### config.mk
export PLATFORM = sky130hd
export DESIGN_NAME = fpa_result_fifo_flat
export DESIGN_NICKNAME = d
export VERILOG_FILES = /design/src/rtl/fpa_pkg.sv /design/src/rtl/fpa_result_fifo_if.sv /design/src/rtl/fpa_classify.sv /design/src/rtl/fpa_result_fifo.sv /design/src/flat_wrapper.sv
export SDC_FILE = /design/constraint.sdc
export NUM_CORES = 1
export LEC_CHECK = 0
export CAP_MARGIN = 10
export CORE_ASPECT_RATIO = 1.75
export CORE_UTILIZATION = 55
export DETAILED_ROUTE_END_ITERATION = 12
export PLACE_DENSITY = 0.85
export SLEW_MARGIN = 0
export SYNTH_ARGS = -nofsm -noshare
export SYNTH_HDL_FRONTEND = slang
export SYNTH_SLANG_ARGS = --single-unit
### constraint.sdc
create_clock -name clk -period 8.41 [get_ports clk]
set_input_delay 1.682 -clock clk [delete_from_list [all_inputs] [get_ports clk]]
set_output_delay 1.682 -clock clk [all_outputs]
set_load 0.01 [all_outputs]
### src/rtl/fpa_pkg.sv
// fpa_pkg: shared constants for the FPA result path.
// Holds the default result width, the single-precision exponent/mantissa
// field ranges, the all-ones exponent code, the res_class bit indices and
// a helper that classifies a result word from its exponent and mantissa.
package fpa_pkg;

  localparam int unsigned FPA_W = 32;

  // Single-precision field ranges
  localparam int unsigned EXP_HI = 30;
  localparam int unsigned EXP_LO = 23;
  localparam int unsigned MAN_HI = 22;
  localparam int unsigned MAN_LO = 0;
  localparam int unsigned EXP_W  = EXP_HI - EXP_LO + 1;
  localparam int unsigned MAN_W  = MAN_HI - MAN_LO + 1;

  localparam logic [EXP_W-1:0] EXP_ONES = 8'hFF;

  // res_class bit positions: {nan, inf, zero}
  localparam int unsigned CLASS_W    = 3;
  localparam int unsigned CLASS_ZERO = 0;
  localparam int unsigned CLASS_INF  = 1;
  localparam int unsigned CLASS_NAN  = 2;

  // Classify exponent+mantissa; the sign bit does not affect the class.
  function automatic logic [CLASS_W-1:0] classify_word(input logic [EXP_HI:0] mag);
    logic [EXP_W-1:0]   exp_f;
    logic [MAN_W-1:0]   man_f;
    logic [CLASS_W-1:0] cls;
    exp_f = mag[EXP_HI:EXP_LO];
    man_f = mag[MAN_HI:MAN_LO];
    cls   = '0;
    cls[CLASS_ZERO] = (exp_f == '0)       && (man_f == '0);
    cls[CLASS_INF]  = (exp_f == EXP_ONES) && (man_f == '0);
    cls[CLASS_NAN]  = (exp_f == EXP_ONES) && (man_f != '0);
    return cls;
  endfunction

endpackage

### src/rtl/fpa_result_fifo_if.sv
// fpa_result_fifo_if: producer/consumer bundle for fpa_result_fifo.
// Producer side: Result, Done, ovf_flag. Consumer side: rd_en in;
// rd_data, rd_ovf, valid, full, count, drop_flag, res_class out.
// master = the environment driving the FIFO, slave = the FIFO itself.
interface fpa_result_fifo_if
  import fpa_pkg::*;
#(
  parameter int unsigned W     = FPA_W,
  parameter int unsigned DEPTH = 4
);

  localparam int unsigned CNT_W = $clog2(DEPTH + 1);

  logic [W-1:0]       Result;
  logic               Done;
  logic               ovf_flag;
  logic               rd_en;
  logic [W-1:0]       rd_data;
  logic               rd_ovf;
  logic               valid;
  logic               full;
  logic [CNT_W-1:0]   count;
  logic               drop_flag;
  logic [CLASS_W-1:0] res_class;

  modport master (
    output Result, Done, ovf_flag, rd_en,
    input  rd_data, rd_ovf, valid, full, count, drop_flag, res_class
  );

  modport slave (
    input  Result, Done, ovf_flag, rd_en,
    output rd_data, rd_ovf, valid, full, count, drop_flag, res_class
  );

endinterface

### src/rtl/fpa_classify.sv
// fpa_classify: combinational {nan, inf, zero} decode of the FIFO head.
// Ports: mag (exponent+mantissa of head word), valid (FIFO not empty),
// cls_c (class bits, forced to zero while valid is low).
// Only built when FPA_CLASSIFY_EN is defined.
`ifdef FPA_CLASSIFY_EN
module fpa_classify
  import fpa_pkg::*;
(
  input  logic [EXP_HI:0]    mag,
  input  logic               valid,
  output logic [CLASS_W-1:0] cls_c
);

  always_comb begin
    cls_c = '0;
    if (valid) cls_c = classify_word(mag);
  end

endmodule
`endif

### src/rtl/fpa_result_fifo.sv
// fpa_result_fifo: captures one FPA result per rising edge of Done into a
// first-word-fall-through FIFO of DEPTH entries ({ovf_flag, Result}).
// Ports: clk, reset (async, active-high), bus (fpa_result_fifo_if.slave).
// Optional macro FPA_CLASSIFY_EN enables head classification on res_class;
// without it res_class is tied to 3'b000.
module fpa_result_fifo
  import fpa_pkg::*;
#(
  parameter int unsigned W     = FPA_W,
  parameter int unsigned DEPTH = 4
)(
  input  logic              clk,
  input  logic              reset,
  fpa_result_fifo_if.slave  bus
);

  localparam int unsigned PTR_W = $clog2(DEPTH);
  localparam int unsigned CNT_W = $clog2(DEPTH + 1);

  logic [W:0]       mem [DEPTH];
  logic [PTR_W-1:0] wr_ptr;
  logic [PTR_W-1:0] rd_ptr;
  logic [CNT_W-1:0] count_q;
  logic             valid_q;
  logic             full_q;
  logic             done_d;
  logic             drop_q;

  logic             done_rise_c;
  logic             pop_c;
  logic             push_c;
  logic             drop_c;
  logic [CNT_W-1:0] count_nxt_c;

  // Handshake decode; a pop frees a slot for a same-cycle push when full.
  always_comb begin
    done_rise_c = bus.Done & ~done_d;
    pop_c       = bus.rd_en & valid_q;
    push_c      = done_rise_c & (~full_q | pop_c);
    drop_c      = done_rise_c & full_q & ~pop_c;
    count_nxt_c = count_q;
    if (push_c && !pop_c)      count_nxt_c = count_q + CNT_W'(1);
    else if (pop_c && !push_c) count_nxt_c = count_q - CNT_W'(1);
  end

  // State, storage and status flags
  always_ff @(posedge clk or posedge reset) begin
    if (reset) begin
      for (int i = 0; i < int'(DEPTH); i++) mem[i] <= '0;
      wr_ptr  <= '0;
      rd_ptr  <= '0;
      count_q <= '0;
      valid_q <= 1'b0;
      full_q  <= 1'b0;
      done_d  <= 1'b0;
      drop_q  <= 1'b0;
    end else begin
      done_d <= bus.Done;
      if (push_c) begin
        mem[wr_ptr] <= {bus.ovf_flag, bus.Result};
        wr_ptr      <= wr_ptr + PTR_W'(1);
      end
      if (pop_c) rd_ptr <= rd_ptr + PTR_W'(1);
      count_q <= count_nxt_c;
      valid_q <= (count_nxt_c != '0);
      full_q  <= (count_nxt_c == CNT_W'(DEPTH));
      if (drop_c) drop_q <= 1'b1;
    end
  end

  // Head entry falls through straight from storage
  assign bus.rd_data   = mem[rd_ptr][W-1:0];
  assign bus.rd_ovf    = mem[rd_ptr][W];
  assign bus.valid     = valid_q;
  assign bus.full      = full_q;
  assign bus.count     = count_q;
  assign bus.drop_flag = drop_q;

`ifdef FPA_CLASSIFY_EN
  logic [CLASS_W-1:0] cls_c;

  fpa_classify u_classify (
    .mag   (bus.rd_data[EXP_HI:0]),
    .valid (valid_q),
    .cls_c (cls_c)
  );

  assign bus.res_class = cls_c;
`else
  assign bus.res_class = 3'b000;
`endif

endmodule

### src/flat_wrapper.sv
// flat-port wrapper written by rule: the top's interface ports become plain ports
module fpa_result_fifo_flat import fpa_pkg::*;
#(
  parameter int unsigned W     = FPA_W,
  parameter int unsigned DEPTH = 4
)
  (clk, reset, bus_Result, bus_Done, bus_ovf_flag, bus_rd_en, bus_rd_data, bus_rd_ovf, bus_valid, bus_full, bus_count, bus_drop_flag, bus_res_class);
  fpa_result_fifo_if #(.W(W), .DEPTH(DEPTH)) bus_i ();
  input  logic clk;
  input  logic reset;
  input wire logic [$bits(bus_i.Result)-1:0] bus_Result;
  input wire logic [$bits(bus_i.Done)-1:0] bus_Done;
  input wire logic [$bits(bus_i.ovf_flag)-1:0] bus_ovf_flag;
  input wire logic [$bits(bus_i.rd_en)-1:0] bus_rd_en;
  output wire logic [$bits(bus_i.rd_data)-1:0] bus_rd_data;
  output wire logic [$bits(bus_i.rd_ovf)-1:0] bus_rd_ovf;
  output wire logic [$bits(bus_i.valid)-1:0] bus_valid;
  output wire logic [$bits(bus_i.full)-1:0] bus_full;
  output wire logic [$bits(bus_i.count)-1:0] bus_count;
  output wire logic [$bits(bus_i.drop_flag)-1:0] bus_drop_flag;
  output wire logic [$bits(bus_i.res_class)-1:0] bus_res_class;
  assign bus_i.Result = bus_Result;
  assign bus_i.Done = bus_Done;
  assign bus_i.ovf_flag = bus_ovf_flag;
  assign bus_i.rd_en = bus_rd_en;
  assign bus_rd_data = bus_i.rd_data;
  assign bus_rd_ovf = bus_i.rd_ovf;
  assign bus_valid = bus_i.valid;
  assign bus_full = bus_i.full;
  assign bus_count = bus_i.count;
  assign bus_drop_flag = bus_i.drop_flag;
  assign bus_res_class = bus_i.res_class;
  fpa_result_fifo #(.W(W), .DEPTH(DEPTH)) u_core (.clk(clk), .reset(reset), .bus(bus_i));
endmodule
# After elaboration in Yosys (flattened, before gate mapping)
# Cells that the tools add are included.
classes:
  add_sub_neg: 4
  n_lt_le_gt_ge: 3
  eq_ne: 1
  mux: 8
  bitwise_logic: 11
  n_reduce_logical: 6
op_table:
  columns: ["cell", "count"]
  rows:
  - ["132-bit bitwise mux", 1]
  - ["33-bit 2-to-1 mux", 3]
  - ["33-bit binary-select mux with 2-bit select", 1]
  - ["33-bit demux with 2-bit select", 1]
  - ["3-bit greater-or-equal comparator, second input constant", 2]
  - ["3-bit 2-to-1 mux", 2]
  - ["2-bit NOT with 3-bit output", 2]
  - ["1-bit AND", 5]
  - ["2-bit by 1-bit adder with 2-bit output, second input constant", 2]
  - ["3-bit by 1-bit adder with 3-bit output, second input constant", 1]
  - ["3-bit == test, second input constant", 1]
  - ["1-bit logical AND", 3]
  - ["3-bit by 1-bit less-than comparator with 1-bit output, second input constant", 1]
  - ["1-bit NOT", 3]
  - ["3-bit nonzero test", 1]
  - ["3-bit by 1-bit subtractor with 3-bit output, second input constant", 1]
  - ["1-bit logical NOT", 2]
  - ["1-bit bitwise OR", 1]
totals:
  ff_bits: 143
  input_bits: 37
  output_inout_bits: 42
  wordCells: 44

# Depth between registers and ports, before layout
depth:
  depth_word: 8
  mapped_depth: 5
  depth_no_buf: 5

# Worst setup path after synthesis
# No wires, ideal clock.
synth_path:
  path_kind: "register -> output"
  from: "reg u_core.rd_ptr[0]"
  to: "out bus_rd_data[11]"
  t_arrival_ns: 1.401
  t_required_ns: 6.728
  setup_slack_ns: 5.327
  path_stages_with_launch: 4
  path_buffers: 2
  path_cell_list: "dfrtp_1 -> buf_2 -> buf_2 -> mux4_2"
synth_between:
  elab_chain_cells: 4
synth_rtl:
  columns: ["item", "line", "text"]
  rows:
  - ["start, declared", "fpa_result_fifo.sv:22", "logic [PTR_W-1:0] rd_ptr;"]
  - ["start signal, assigned", "fpa_result_fifo.sv:63", "if (pop_c) rd_ptr <= rd_ptr + PTR_W'(1);"]
  - ["2-bit NOT with 3-bit output (implied by the code)", "fpa_result_fifo.sv:72", "assign bus.rd_data = mem[rd_ptr][W-1:0];"]
  - ["33-bit binary-select mux with 2-bit select", "fpa_result_fifo.sv:72", null]
  - ["33-bit 2-to-1 mux (implied by the code) (2 in series)", "fpa_result_fifo.sv:72", null]
  - ["end, declared", "flat_wrapper.sv:15", "output wire logic [$bits(bus_i.rd_data)-1:0] bus_rd_data;"]
# No other way between the ends. The select of a mux whose other input is x is not followed.

# Worst setup path in the final report
layout_path:
  from: "reg u_core.rd_ptr[0]"
  to: "out bus_rd_data[12]"
# Same word-level chain as after synthesis.

==> out/qor_table.md <==
| Result | Value | Unit |
|:---|:---|:---|
| Type of the worst min-delay path | flip-flop to flip-flop | - |
| Via count of the first global-routing pass | 4046 | - |
| Cell count after synthesis | 381 | - |
| Reg2Reg Launch Point | u_core.done_d | - |
| Worst Path Max Fanout | 19 | - |
| Antenna violations before repair | 0 | - |
| Residual DRC | 0 | - |
| Area of the multi-input gates | 3040 | um^2 |
| Main synth FF type | dfrtp_1 | - |
| Total Nets Final | 499 | - |
| Routability Congestion | 0.722 | - |
| Min-Delay Endpoint | u_core.bus.drop_flag | - |
| Count of final hold-check violations | 0 | - |
| Number of gates resized after CTS | 0 | - |
| Initial core utilization | 56.6 | % |
| Total power draw | 3.59 | mW |
| Total inserted antenna cells | 0 | - |
| First-pass DRT Iterations | 4 | - |
| Clock transition at the registers of the reported paths | 50 | ps |
| Clock sink total | 143 | - |
| CTS tree | done | - |
| Number of CTS-inserted buffers | 17 | - |
| Worst relative slew slack | 34.9 | % |
| Area used by sequential logic in the layout | 3580 | um^2 |
| Critical-path top delay cell | dfrtp_2 | - |
| Fraction of final layout cells sized beyond drive strength 1 | 44.4 | % |
| Post-DR wirelength/cell | 21.0 | um |
| Placement row count | 53 | - |
| DIE AREA | 12900 | um^2 |
| Setup fix buffers added after clock tree synthesis | 0 | - |
| Cell depth of the worst min-delay path | 1 | - |
| Library cell with the largest summed area after synthesis | dfrtp_1 | - |
| Cell family contributing the most delay on the critical path | buffers and inverters | - |
| Ratio of total power to cell area | 436 | nW/um^2 |
| Cell area after synthesis | 6830 | um^2 |
| Worst R2R End | u_core.mem[123] | - |
| Distinct cell type count of the synthesized netlist | 33 | - |
| Number of pins with negative max-slew slack in the final report | 0 | - |
| Total of flip-flops plus latches after synthesis | 143 | - |
| Worst clock skew | 5.24 | ps |
| Layout overhead on the synthesized area | 20.5 | % |
| Min Tclk post-route | 4340 | ps |
| Gr usage total | 23.0 | % |
| Most used cells in the layout excluding fill and tap cells | 141 x dfrtp_1, 120 x mux2_4, 75 x clkdlybuf4s50_1 | - |
| Clock network latency to the later pin of the worst-skew pair | 410 | ps |
| Proportion of netlist area held by the largest area contributor | 52.4 | % |
| Die width | 86.2 | um |
| Antenna viol nets, final | 0 | - |
| Ranking of synthesized cells by area | dfrtp_1 52%, mux2_4 26%, mux4_2 11% | - |
| Crit path largest cell delay | 700 | ps |
| Ordered cell list for the critical path | buf_4, mux4_2, clkdlybuf4s50_1 | - |
| Arrival time of the worst setup path | 2660 | ps |
| Kind of capture point of the worst setup path | output port | - |
| Vias per cell | 5.64 | - |
| Fmax | 230 | MHz |
| Setup TNS | 0 | ps |
| Maximum level of the CTS H-tree | 4 | - |
| Min-delay src | u_core.bus.drop_flag | - |
| Core footprint | 12100 | um^2 |
| Register area share after synthesis | 52.4 | % |
| Leakage power figure | 3.93 | nW |
| Total routed wirelength | 13300 | um |
| Number of buffer cells added on primary ports | 75 | - |
| Setup violation total in the final timing report | 0 | - |
| FFs w/ async S/R, synth | 100 | % |
| Crit path required time | 6730 | ps |
| Buf+Inv Stages, Crit Path | 2 | - |
| Leading cell type in the layout, fill and taps excluded | dfrtp_1 | - |
| Max-cap check violation count | 0 | - |
| Length in cells of the worst reg-to-reg path | 4 | - |
| Clock root buffer | clkbuf_16 | - |
| Outcome | complete, no violations | - |
| Period utilization | 51.6 | % |
| Number of flops mapped to enable cells by yosys | 0 | - |
| Wire length of the first global-routing pass | 22000 | um |
| Number of vias in the routed layout | 3560 | - |
| Average footprint of a synthesized cell | 17.9 | um^2 |
| Number of buffers inserted by hold repair at cts | 0 | - |
| I/O pin cnt | 79 | - |
| Crit start category | flip-flop | - |
| Peak supply drop | 0.000244 | V |
| Count of synthesis-stage warnings from yosys | 0 | - |
| RSZ-0062 raised after global routing | false | - |
| Share of the core filled with cells in the final layout | 68.2 | % |
| Detailed router's first-iteration violation count | 162 | - |
| Classification of the worst setup path | flip-flop to output port | - |
| Worst Max-Slew Pin Slew | 976 | ps |
| Reg-to-reg slack, setup | 6400 | ps |
| Half-perimeter wire length of the detailed placement result | 8190 | um |
| Largest net degree at the start of global routing | 87 | - |
| GRT overflow | 0 | - |
| Fillers | 843 | - |
| Die outline height | 149 | um |
| Buffer levels on the longest clock path | 2 | - |
## sequential cells by signal (all words and copies together), names as in the netlist
register and count:
u_core.bus.count 3, u_core.bus.drop_flag 1, u_core.bus.full 1, u_core.bus.valid 1, u_core.done_d 1, u_core.mem 132
u_core.rd_ptr 2, u_core.wr_ptr 2
## layer usage
layer	vias up	share of wire, %	track usage (%)
met5	-	0	0
met1	1900	42	29.1
met2	81	52	37.7
li1	1550	-	-
met4	0	2.5	10.6
met3	29	3.2	4.81
## metrics by stage
| step | setup slack (ps) | std cells | area [um^2] | hold WS (ps) |
|---|---|---|---|---|
| 3_3_place_gp | 4480 | 602 | 7610 | 461 |
| 4_1_cts | 4000 | 631 | 8230 | 474 |
| 3_5_place_dp | 4450 | 602 | 7610 | 462 |
| 5_1_grt | 3940 | 631 | 8230 | 503 |
| 6_report | 4070 | 631 | 8230 | 472 |
| 2_1_floorplan | 2890 | 383 | 6830 | 474 |
## power breakdown
group	switching [mW]	leakage (nW)	internal, mW
clock	0.270	0.307	0.508
sequential	0.272	1.71	1.03
combinational	0.466	1.91	1.04
## cells by family after synthesis
logic type,share of synthesized area [%]
DFF,52.4
xor gates and xnor gates,0.513
muxes,39.3
adders and majority gates,1.10
and+or+nand+nor,2.44
buffers and inverters,3.17
AOI/OAI and AO/OA,1.03
other,0.0549
## cells in the mapped netlist, types with 2 or more instances
cell and n:
nand2_4 4, buf_6 12, mux2_4 120, inv_1 5
nand3_1 2, buf_2 8, nand4_1 2, a21oi_1 2
dfrtp_1 143, xnor2_1 4, ha_1 6, mux2_2 12
mux4_2 33, buf_4 3, nor2_1 3, nand2_1 5
## area by class of cell
class	instances	area share [%]
repair buffers	77	9.31
flip-flops and latches	143	43.5
inverters	5	0.289
clock buffers	23	6.17
well taps	165	2.51
clock inverters	6	1.28
multi-input cells	212	36.9
## worst max path at each step
stage                          start                  end  slack, ps  cells past startpoint
floorplan                      reset  u_core.bus.count[0]       2890                      1
global placement    u_core.rd_ptr[0]      bus_rd_data[30]       4480                      3
detailed placement  u_core.rd_ptr[0]      bus_rd_data[12]       4450                      3
CTS                 u_core.rd_ptr[0]      bus_rd_data[12]       4000                      3
global route        u_core.rd_ptr[0]      bus_rd_data[12]       3940                      3
finish              u_core.rd_ptr[0]      bus_rd_data[12]       4070                      3
No activity file was read; power rests on OpenSTA's default activity.
